[src/rtl/mailbox_ingress_arbiter_if.sv]
// Handshake bundle around the mailbox ingress arbiter.
//   loopback_*  : valid/ready/data from the loopback interceptor
//   network_*   : valid/ready/data from the communication-interface receive path
//   mailbox_*   : registered valid/ready/data towards the mailbox
// Modports:
//   slave  - the arbiter's view (consumes both sources, drives the mailbox side)
//   master - the surrounding environment's view (drives the sources, sinks the mailbox side)
interface mailbox_ingress_arbiter_if #(
  parameter int unsigned DATA_WIDTH = 32
);
  logic                  loopback_valid_i;
  logic                  loopback_ready_o;
  logic [DATA_WIDTH-1:0] loopback_data_i;
  logic                  network_valid_i;
  logic                  network_ready_o;
  logic [DATA_WIDTH-1:0] network_data_i;
  logic                  mailbox_valid_o;
  logic                  mailbox_ready_i;
  logic [DATA_WIDTH-1:0] mailbox_data_o;

  modport slave (
    input  loopback_valid_i, loopback_data_i,
    output loopback_ready_o,
    input  network_valid_i, network_data_i,
    output network_ready_o,
    output mailbox_valid_o, mailbox_data_o,
    input  mailbox_ready_i
  );

  modport master (
    output loopback_valid_i, loopback_data_i,
    input  loopback_ready_o,
    output network_valid_i, network_data_i,
    input  network_ready_o,
    input  mailbox_valid_o, mailbox_data_o,
    output mailbox_ready_i
  );
endinterface

[src/rtl/mailbox_ingress_arbiter.sv]
// Shares the single mailbox ingress port between the loopback path and the
// network receive path. One output register stage with full throughput.
// Loopback wins contention for at most MAX_LOOPBACK_BURST consecutive grants
// while the network is waiting, then the network gets one grant.
// Ports:
//   clk_i            - clock
//   rstn_i           - synchronous active-low reset
//   bus              - handshake bundle (slave modport): loopback, network, mailbox
//   loopback_count_o - wrapping count of accepted loopback transfers
//   network_count_o  - wrapping count of accepted network transfers
module mailbox_ingress_arbiter #(
  parameter int unsigned MAX_LOOPBACK_BURST = 4,
  parameter int unsigned COUNTER_WIDTH      = 16,
  parameter int unsigned DATA_WIDTH         = 32
) (
  input  logic                     clk_i,
  input  logic                     rstn_i,
  mailbox_ingress_arbiter_if.slave bus,
  output logic [COUNTER_WIDTH-1:0] loopback_count_o,
  output logic [COUNTER_WIDTH-1:0] network_count_o
);

  typedef enum logic [1:0] {
    GRANT_NONE,
    GRANT_LOOPBACK,
    GRANT_NETWORK
  } grant_e;

  localparam logic [3:0] MAX_BURST = 4'(MAX_LOOPBACK_BURST);

  grant_e     grant;
  logic       can_load;
  logic       loopback_xfer;
  logic       network_xfer;
  logic [3:0] burst_cnt;

  always_comb begin
    grant = GRANT_NONE;
    if (bus.loopback_valid_i && bus.network_valid_i) begin
      grant = (burst_cnt < MAX_BURST) ? GRANT_LOOPBACK : GRANT_NETWORK;
    end else if (bus.loopback_valid_i) begin
      grant = GRANT_LOOPBACK;
    end else if (bus.network_valid_i) begin
      grant = GRANT_NETWORK;
    end
  end

  // mailbox_ready_i feeds the source readys combinationally so a drain and a
  // new load can share one cycle.
  always_comb begin
    can_load             = !bus.mailbox_valid_o || bus.mailbox_ready_i;
    bus.loopback_ready_o = rstn_i && can_load && (grant == GRANT_LOOPBACK);
    bus.network_ready_o  = rstn_i && can_load && (grant == GRANT_NETWORK);
    loopback_xfer        = bus.loopback_valid_i && bus.loopback_ready_o;
    network_xfer         = bus.network_valid_i && bus.network_ready_o;
  end

  always_ff @(posedge clk_i) begin
    if (!rstn_i) begin
      bus.mailbox_valid_o <= 1'b0;
      bus.mailbox_data_o  <= '0;
      loopback_count_o    <= '0;
      network_count_o     <= '0;
    end else begin
      if (loopback_xfer) begin
        bus.mailbox_valid_o <= 1'b1;
        bus.mailbox_data_o  <= bus.loopback_data_i;
        loopback_count_o    <= loopback_count_o + COUNTER_WIDTH'(1);
      end else if (network_xfer) begin
        bus.mailbox_valid_o <= 1'b1;
        bus.mailbox_data_o  <= bus.network_data_i;
        network_count_o     <= network_count_o + COUNTER_WIDTH'(1);
      end else if (bus.mailbox_ready_i) begin
        // Drained with nothing to replace it; data is left as-is.
        bus.mailbox_valid_o <= 1'b0;
      end
    end
  end

  // Consecutive loopback grants while the network is waiting. Cleared as
  // soon as the network is served or stops asking.
  always_ff @(posedge clk_i) begin
    if (!rstn_i) begin
      burst_cnt <= '0;
    end else if (network_xfer || !bus.network_valid_i) begin
      burst_cnt <= '0;
    end else if (loopback_xfer && (burst_cnt < MAX_BURST)) begin
      burst_cnt <= burst_cnt + 4'd1;
    end
  end

endmodule

[src/flat_wrapper.sv]
// flat-port wrapper written by rule: the top's interface ports become plain ports
module mailbox_ingress_arbiter_flat 
#(
  parameter int unsigned MAX_LOOPBACK_BURST = 4,
  parameter int unsigned COUNTER_WIDTH      = 16,
  parameter int unsigned DATA_WIDTH         = 32
)
  (clk_i, rstn_i, loopback_count_o, network_count_o, bus_loopback_valid_i, bus_loopback_data_i, bus_loopback_ready_o, bus_network_valid_i, bus_network_data_i, bus_network_ready_o, bus_mailbox_valid_o, bus_mailbox_data_o, bus_mailbox_ready_i);
  mailbox_ingress_arbiter_if #(.DATA_WIDTH(DATA_WIDTH)) bus_i ();
  input  logic clk_i;
  input  logic rstn_i;
  output logic [COUNTER_WIDTH-1:0] loopback_count_o;
  output logic [COUNTER_WIDTH-1:0] network_count_o;
  input wire logic [$bits(bus_i.loopback_valid_i)-1:0] bus_loopback_valid_i;
  input wire logic [$bits(bus_i.loopback_data_i)-1:0] bus_loopback_data_i;
  output wire logic [$bits(bus_i.loopback_ready_o)-1:0] bus_loopback_ready_o;
  input wire logic [$bits(bus_i.network_valid_i)-1:0] bus_network_valid_i;
  input wire logic [$bits(bus_i.network_data_i)-1:0] bus_network_data_i;
  output wire logic [$bits(bus_i.network_ready_o)-1:0] bus_network_ready_o;
  output wire logic [$bits(bus_i.mailbox_valid_o)-1:0] bus_mailbox_valid_o;
  output wire logic [$bits(bus_i.mailbox_data_o)-1:0] bus_mailbox_data_o;
  input wire logic [$bits(bus_i.mailbox_ready_i)-1:0] bus_mailbox_ready_i;
  assign bus_i.loopback_valid_i = bus_loopback_valid_i;
  assign bus_i.loopback_data_i = bus_loopback_data_i;
  assign bus_loopback_ready_o = bus_i.loopback_ready_o;
  assign bus_i.network_valid_i = bus_network_valid_i;
  assign bus_i.network_data_i = bus_network_data_i;
  assign bus_network_ready_o = bus_i.network_ready_o;
  assign bus_mailbox_valid_o = bus_i.mailbox_valid_o;
  assign bus_mailbox_data_o = bus_i.mailbox_data_o;
  assign bus_i.mailbox_ready_i = bus_mailbox_ready_i;
  mailbox_ingress_arbiter #(.MAX_LOOPBACK_BURST(MAX_LOOPBACK_BURST), .COUNTER_WIDTH(COUNTER_WIDTH), .DATA_WIDTH(DATA_WIDTH)) u_core (.clk_i(clk_i), .rstn_i(rstn_i), .bus(bus_i), .loopback_count_o(loopback_count_o), .network_count_o(network_count_o));
endmodule
[config.mk]
export PLATFORM = sky130hd
export DESIGN_NAME = mailbox_ingress_arbiter_flat
export DESIGN_NICKNAME = d
export VERILOG_FILES = /design/src/rtl/mailbox_ingress_arbiter_if.sv /design/src/rtl/mailbox_ingress_arbiter.sv /design/src/flat_wrapper.sv
export SDC_FILE = /design/constraint.sdc
export NUM_CORES = 1
export LEC_CHECK = 0
export CORE_MARGIN = 2
export CORE_UTILIZATION = 45
export DETAILED_ROUTE_END_ITERATION = 16
export PLACE_DENSITY = 0.95
export SYNTH_ARGS = -nofsm -noshare
export SYNTH_HDL_FRONTEND = slang
export SYNTH_SLANG_ARGS = --single-unit
[constraint.sdc]
create_clock -name clk_i -period 4.9 [get_ports clk_i]
set_clock_uncertainty 0.1 [all_clocks]
set_input_delay 0.49 -clock clk_i [delete_from_list [all_inputs] [get_ports clk_i]]
set_output_delay 0.49 -clock clk_i [all_outputs]
set_load 0.02 [all_outputs]
==> run_results.csv <==
group,metric,value,unit
floorplan,initial_core_util,0.467,
sta,final-setup-viol-count,0,
cells_and_area,insertedDiodeCount,0,
clock_network,post_cts_hold_buffer_count,0,
floorplan,fp.dieH,85.2,µm
sta,layout_worst_path_cycle_share,0.735,
cells_and_area,fillers,460,
place,post-place-cells,535,
setup_path,timing_worst_setup_path_type,"input pin to primary output",
place,port_buffers,135,
cells_and_area,post_route_cells_drive_above_1_share,0.0549,
clock_network,tritoncts,"built",
clock_network,root_buffer,"sky130_fd_sc_hd__clkbuf_8",
synth,synth_top_family_by_area,"compound AO/OA/AOI/OAI gates",
global_route,global_route.usage.total,0.243,
synth,post_synthesis_sequential_element_count,69,
synth,synth-xor-area-share,0.0177,
clock_network,post_cts_repair_setup_buffers,0,
outcome,status,"complete, no violations",
floorplan,fp-row-count,29,
global_route,grt_max_degree,55,
power_and_ir_drop,power.share.combinational,0.144,
synth,net_count_after_synthesis,412,
clock_network,numClockSinks,69,
setup_path,endpoint_class_of_the_critical_path,"primary output",
synth,synth-edff-count,0,
clock_network,ctsLongestPathBuffers,2,
setup_path,crit_required,4310,ps
synth,yosysSeqAreaShare,0.466,
cells_and_area,area_growth,54.3,%
synth,yosysWarningCount,0,
cells_and_area,nets_finish,541,
power_and_ir_drop,power.clock.fraction,0.401,
power_and_ir_drop,power-per-cell-area,283,mW/mm²
sta,timing.final.max_slew_violations,0,
synth,synth_fa_ha_area_frac,0.0127,
synth,async_flop_share,0,
clock_network,cts_buffers,9,
sta,tightestPinTransition,651,ps
detailed_routing,totalWireLength,8980,µm
hold_path,worstHoldPathType,"flip-flop to flip-flop",
power_and_ir_drop,sequentialPowerShare,0.455,
floorplan,die_area,0.00725,mm²
synth,synth-simple-area-share,0.209,
detailed_routing,drt_pass1_iterations,7,
sta,clock.fmax,278,MHz
detailed_routing,drt_iter0_drc,165,
detailed_routing,drcViolationCount,0,
place,hpwlAfterDp,6250,µm
sta,hold_violations,0,
clock_network,h-tree-depth,3,
sta,timing.setup.tns,0,ps
setup_path,critPathLaunchType,"input pin",
clock_network,cts.clk_slew.worst_paths,80,ps
sta,setup_repair_after_global_routing_missed_its_margin,"no",
floorplan,boundaryPins,136,
detailed_routing,via_count,3149,
sta,relSlewSlack,0.565,
detailed_routing,wl_per_cell,16.3,µm
place,gp_routability_congestion,0.854,
power_and_ir_drop,switching_share,0.245,
clock_network,cts-resized-gates,0,
detailed_routing,count_of_antenna_violating_nets_left_after_detailed_routing,0,
global_route,globalRoute.totalOverflow,0,
power_and_ir_drop,total_switching_power,0.317,mW
setup_path,critical_path_arrival,3010,ps
detailed_routing,routed_via_density,5.72,
synth,postSynthCellCount,340,
power_and_ir_drop,irDropWorstVdd,0.000206,V
job,maxCapViolations,0,
synth,count_of_cell_types_in_the_netlist,40,
power_and_ir_drop,p_int,0.977,mW
global_route,globalRouteMet3Util,0.0525,
global_route,grt_antenna_before_repair,0,
clock_network,insertion_delay,350,ps
synth,yosys_most_used_dff,"sky130_fd_sc_hd__dfxtp_1",
sta,finalCriticalPeriod,3600,ps
synth,syn_avg_cell_area,8.72,µm²
floorplan,die_w,85.2,µm
global_route,gr-usage-met1,0.271,
global_route,via_count_of_the_first_global_routing_pass,3044,
synth,syn-cell-area,0.00297,mm²
floorplan,core-area,0.00635,mm²
cells_and_area,final_cells,551,
global_route,first_pass_grt_wire_length,14100,µm
synth,muxShareOfSynthArea,0.0135,
global_route,grt_most_used_layer,"met2",
power_and_ir_drop,cellLeakagePower,1.55,nW
global_route,grt_util_met2,0.435,
setup_path,worst-path-max-fanout,37,
synth,synth_compound_gate_area_share,0.243,
[cell type report]
cell class              count  area [µm²]  share of cell area
repair buffers            139        1380               0.302
inverters                   6        22.5             0.00492
flip-flops and latches     69        1380               0.302
clock inverters             6        86.3              0.0189
clock buffers              10         138              0.0301
multi-input cells         244        1470               0.321
well taps                  77        96.3              0.0211
[synthesized netlist by cell type, drive strengths merged, types with 7 or more instances]
| cell type | instances | share of area |
|---|---|---|
| or4 | 12 | 0.032 |
| nand3 | 10 | 0.019 |
| nor2 | 8 | 0.010 |
| o31ai | 11 | 0.028 |
| a21oi | 49 | 0.083 |
| a22oi | 32 | 0.081 |
| nand2b | 7 | 0.015 |
| clkbuf | 13 | 0.016 |
| nand4 | 10 | 0.021 |
| buf | 8 | 0.014 |
| nand2 | 55 | 0.070 |
| dfxtp | 69 | 0.47 |
[power groups by stage]
stage,Sequential [mW],Clock (mW),Combinational [mW]
after detailed placement,0.602,0,0.185
after global placement,0.600,0,0.180
final,0.589,0.519,0.187
after global routing,0.591,0.548,0.198
after CTS,0.589,0.521,0.187
after floorplan,0.623,0,0.0562
[kinds of logic (layout without fill, tap and decap cells)]
logic type                 Yosys count  count (layout)
xor gates and xnor gates             6               6
AOI/OAI and AO/OA                  111             111
DFF                                 69              69
muxes                                4               4
adders and majority gates            3               3
buffers and inverters               27             161
and+or+nand+nor                    120             120
[registers in the layout (all words and copies together), names as in the netlist]
| register | count |
|---|---|
| u_core.bus.mailbox_data_o | 32 |
| u_core.loopback_count_o | 16 |
| u_core.network_count_o | 16 |
| u_core.burst_cnt | 4 |
| u_core.bus.mailbox_valid_o | 1 |
[layout by cell type (no fill, tap or decap), types with 3 or more instances in the layout]
| master | count |
|---|---|
| sky130_fd_sc_hd__o211ai_1 | 3 |
| sky130_fd_sc_hd__nand2b_1 | 7 |
| sky130_fd_sc_hd__a21oi_1 | 49 |
| sky130_fd_sc_hd__o311ai_0 | 6 |
| sky130_fd_sc_hd__buf_4 | 4 |
| sky130_fd_sc_hd__inv_1 | 3 |
| sky130_fd_sc_hd__clkbuf_8 | 10 |
| sky130_fd_sc_hd__ha_1 | 3 |
| sky130_fd_sc_hd__clkdlybuf4s50_1 | 135 |
| sky130_fd_sc_hd__mux2i_1 | 4 |
| sky130_fd_sc_hd__a22oi_1 | 32 |
| sky130_fd_sc_hd__nor2_1 | 8 |
| sky130_fd_sc_hd__nand3_1 | 9 |
| sky130_fd_sc_hd__or4_1 | 11 |
| sky130_fd_sc_hd__o31ai_1 | 11 |
| sky130_fd_sc_hd__o41ai_1 | 6 |
| sky130_fd_sc_hd__nand4_1 | 10 |
| sky130_fd_sc_hd__xnor2_1 | 5 |
| sky130_fd_sc_hd__and3_1 | 3 |
| sky130_fd_sc_hd__or3_1 | 3 |
| sky130_fd_sc_hd__dfxtp_1 | 69 |
| sky130_fd_sc_hd__and4_1 | 3 |
| sky130_fd_sc_hd__nand2_1 | 55 |
[worst max-delay path: stages]
cell	delay, ps
sky130_fd_sc_hd__clkdlybuf4s50_1	460
sky130_fd_sc_hd__buf_4	260
sky130_fd_sc_hd__and2_0	280
sky130_fd_sc_hd__nand3_2	220
sky130_fd_sc_hd__inv_2	550
sky130_fd_sc_hd__clkdlybuf4s50_1	730
[routing by layer]
metal  part of all wire  wire [µm]  vias up
met2               0.51       4610      132
met4              0.028        250        0
met5                  0          0        -
met3              0.066        592       21
li1                   -          -     1531
met1               0.39       3530     1465
[through the flow]
step	hold slack (ps)	utilization	area (µm²)	power [mW]	setup slack, ps
global route	377	0.721	4580	1.34	1190
detailed placement	346	0.685	4350	0.787	1380
global placement	341	0.685	4350	0.781	1440
finish	354	0.721	4580	1.29	1300
floorplan	336	-	2970	0.679	2850
CTS	357	0.721	4580	1.30	1340
[worst paths after layout]
kind | startpoint | slack (ps) | cells past startpoint | endpoint
min | u_core.bus.mailbox_data_o[19] | 350 | 2 | u_core.bus.mailbox_data_o[19]
min reg2reg | u_core.bus.mailbox_data_o[19] | 350 | 2 | u_core.bus.mailbox_data_o[19]
max reg2reg | u_core.burst_cnt[3] | 2880 | 6 | u_core.bus.mailbox_data_o[8]
max | rstn_i | 1300 | 6 | bus_network_ready_o
(Power assumes the default switching activity.)
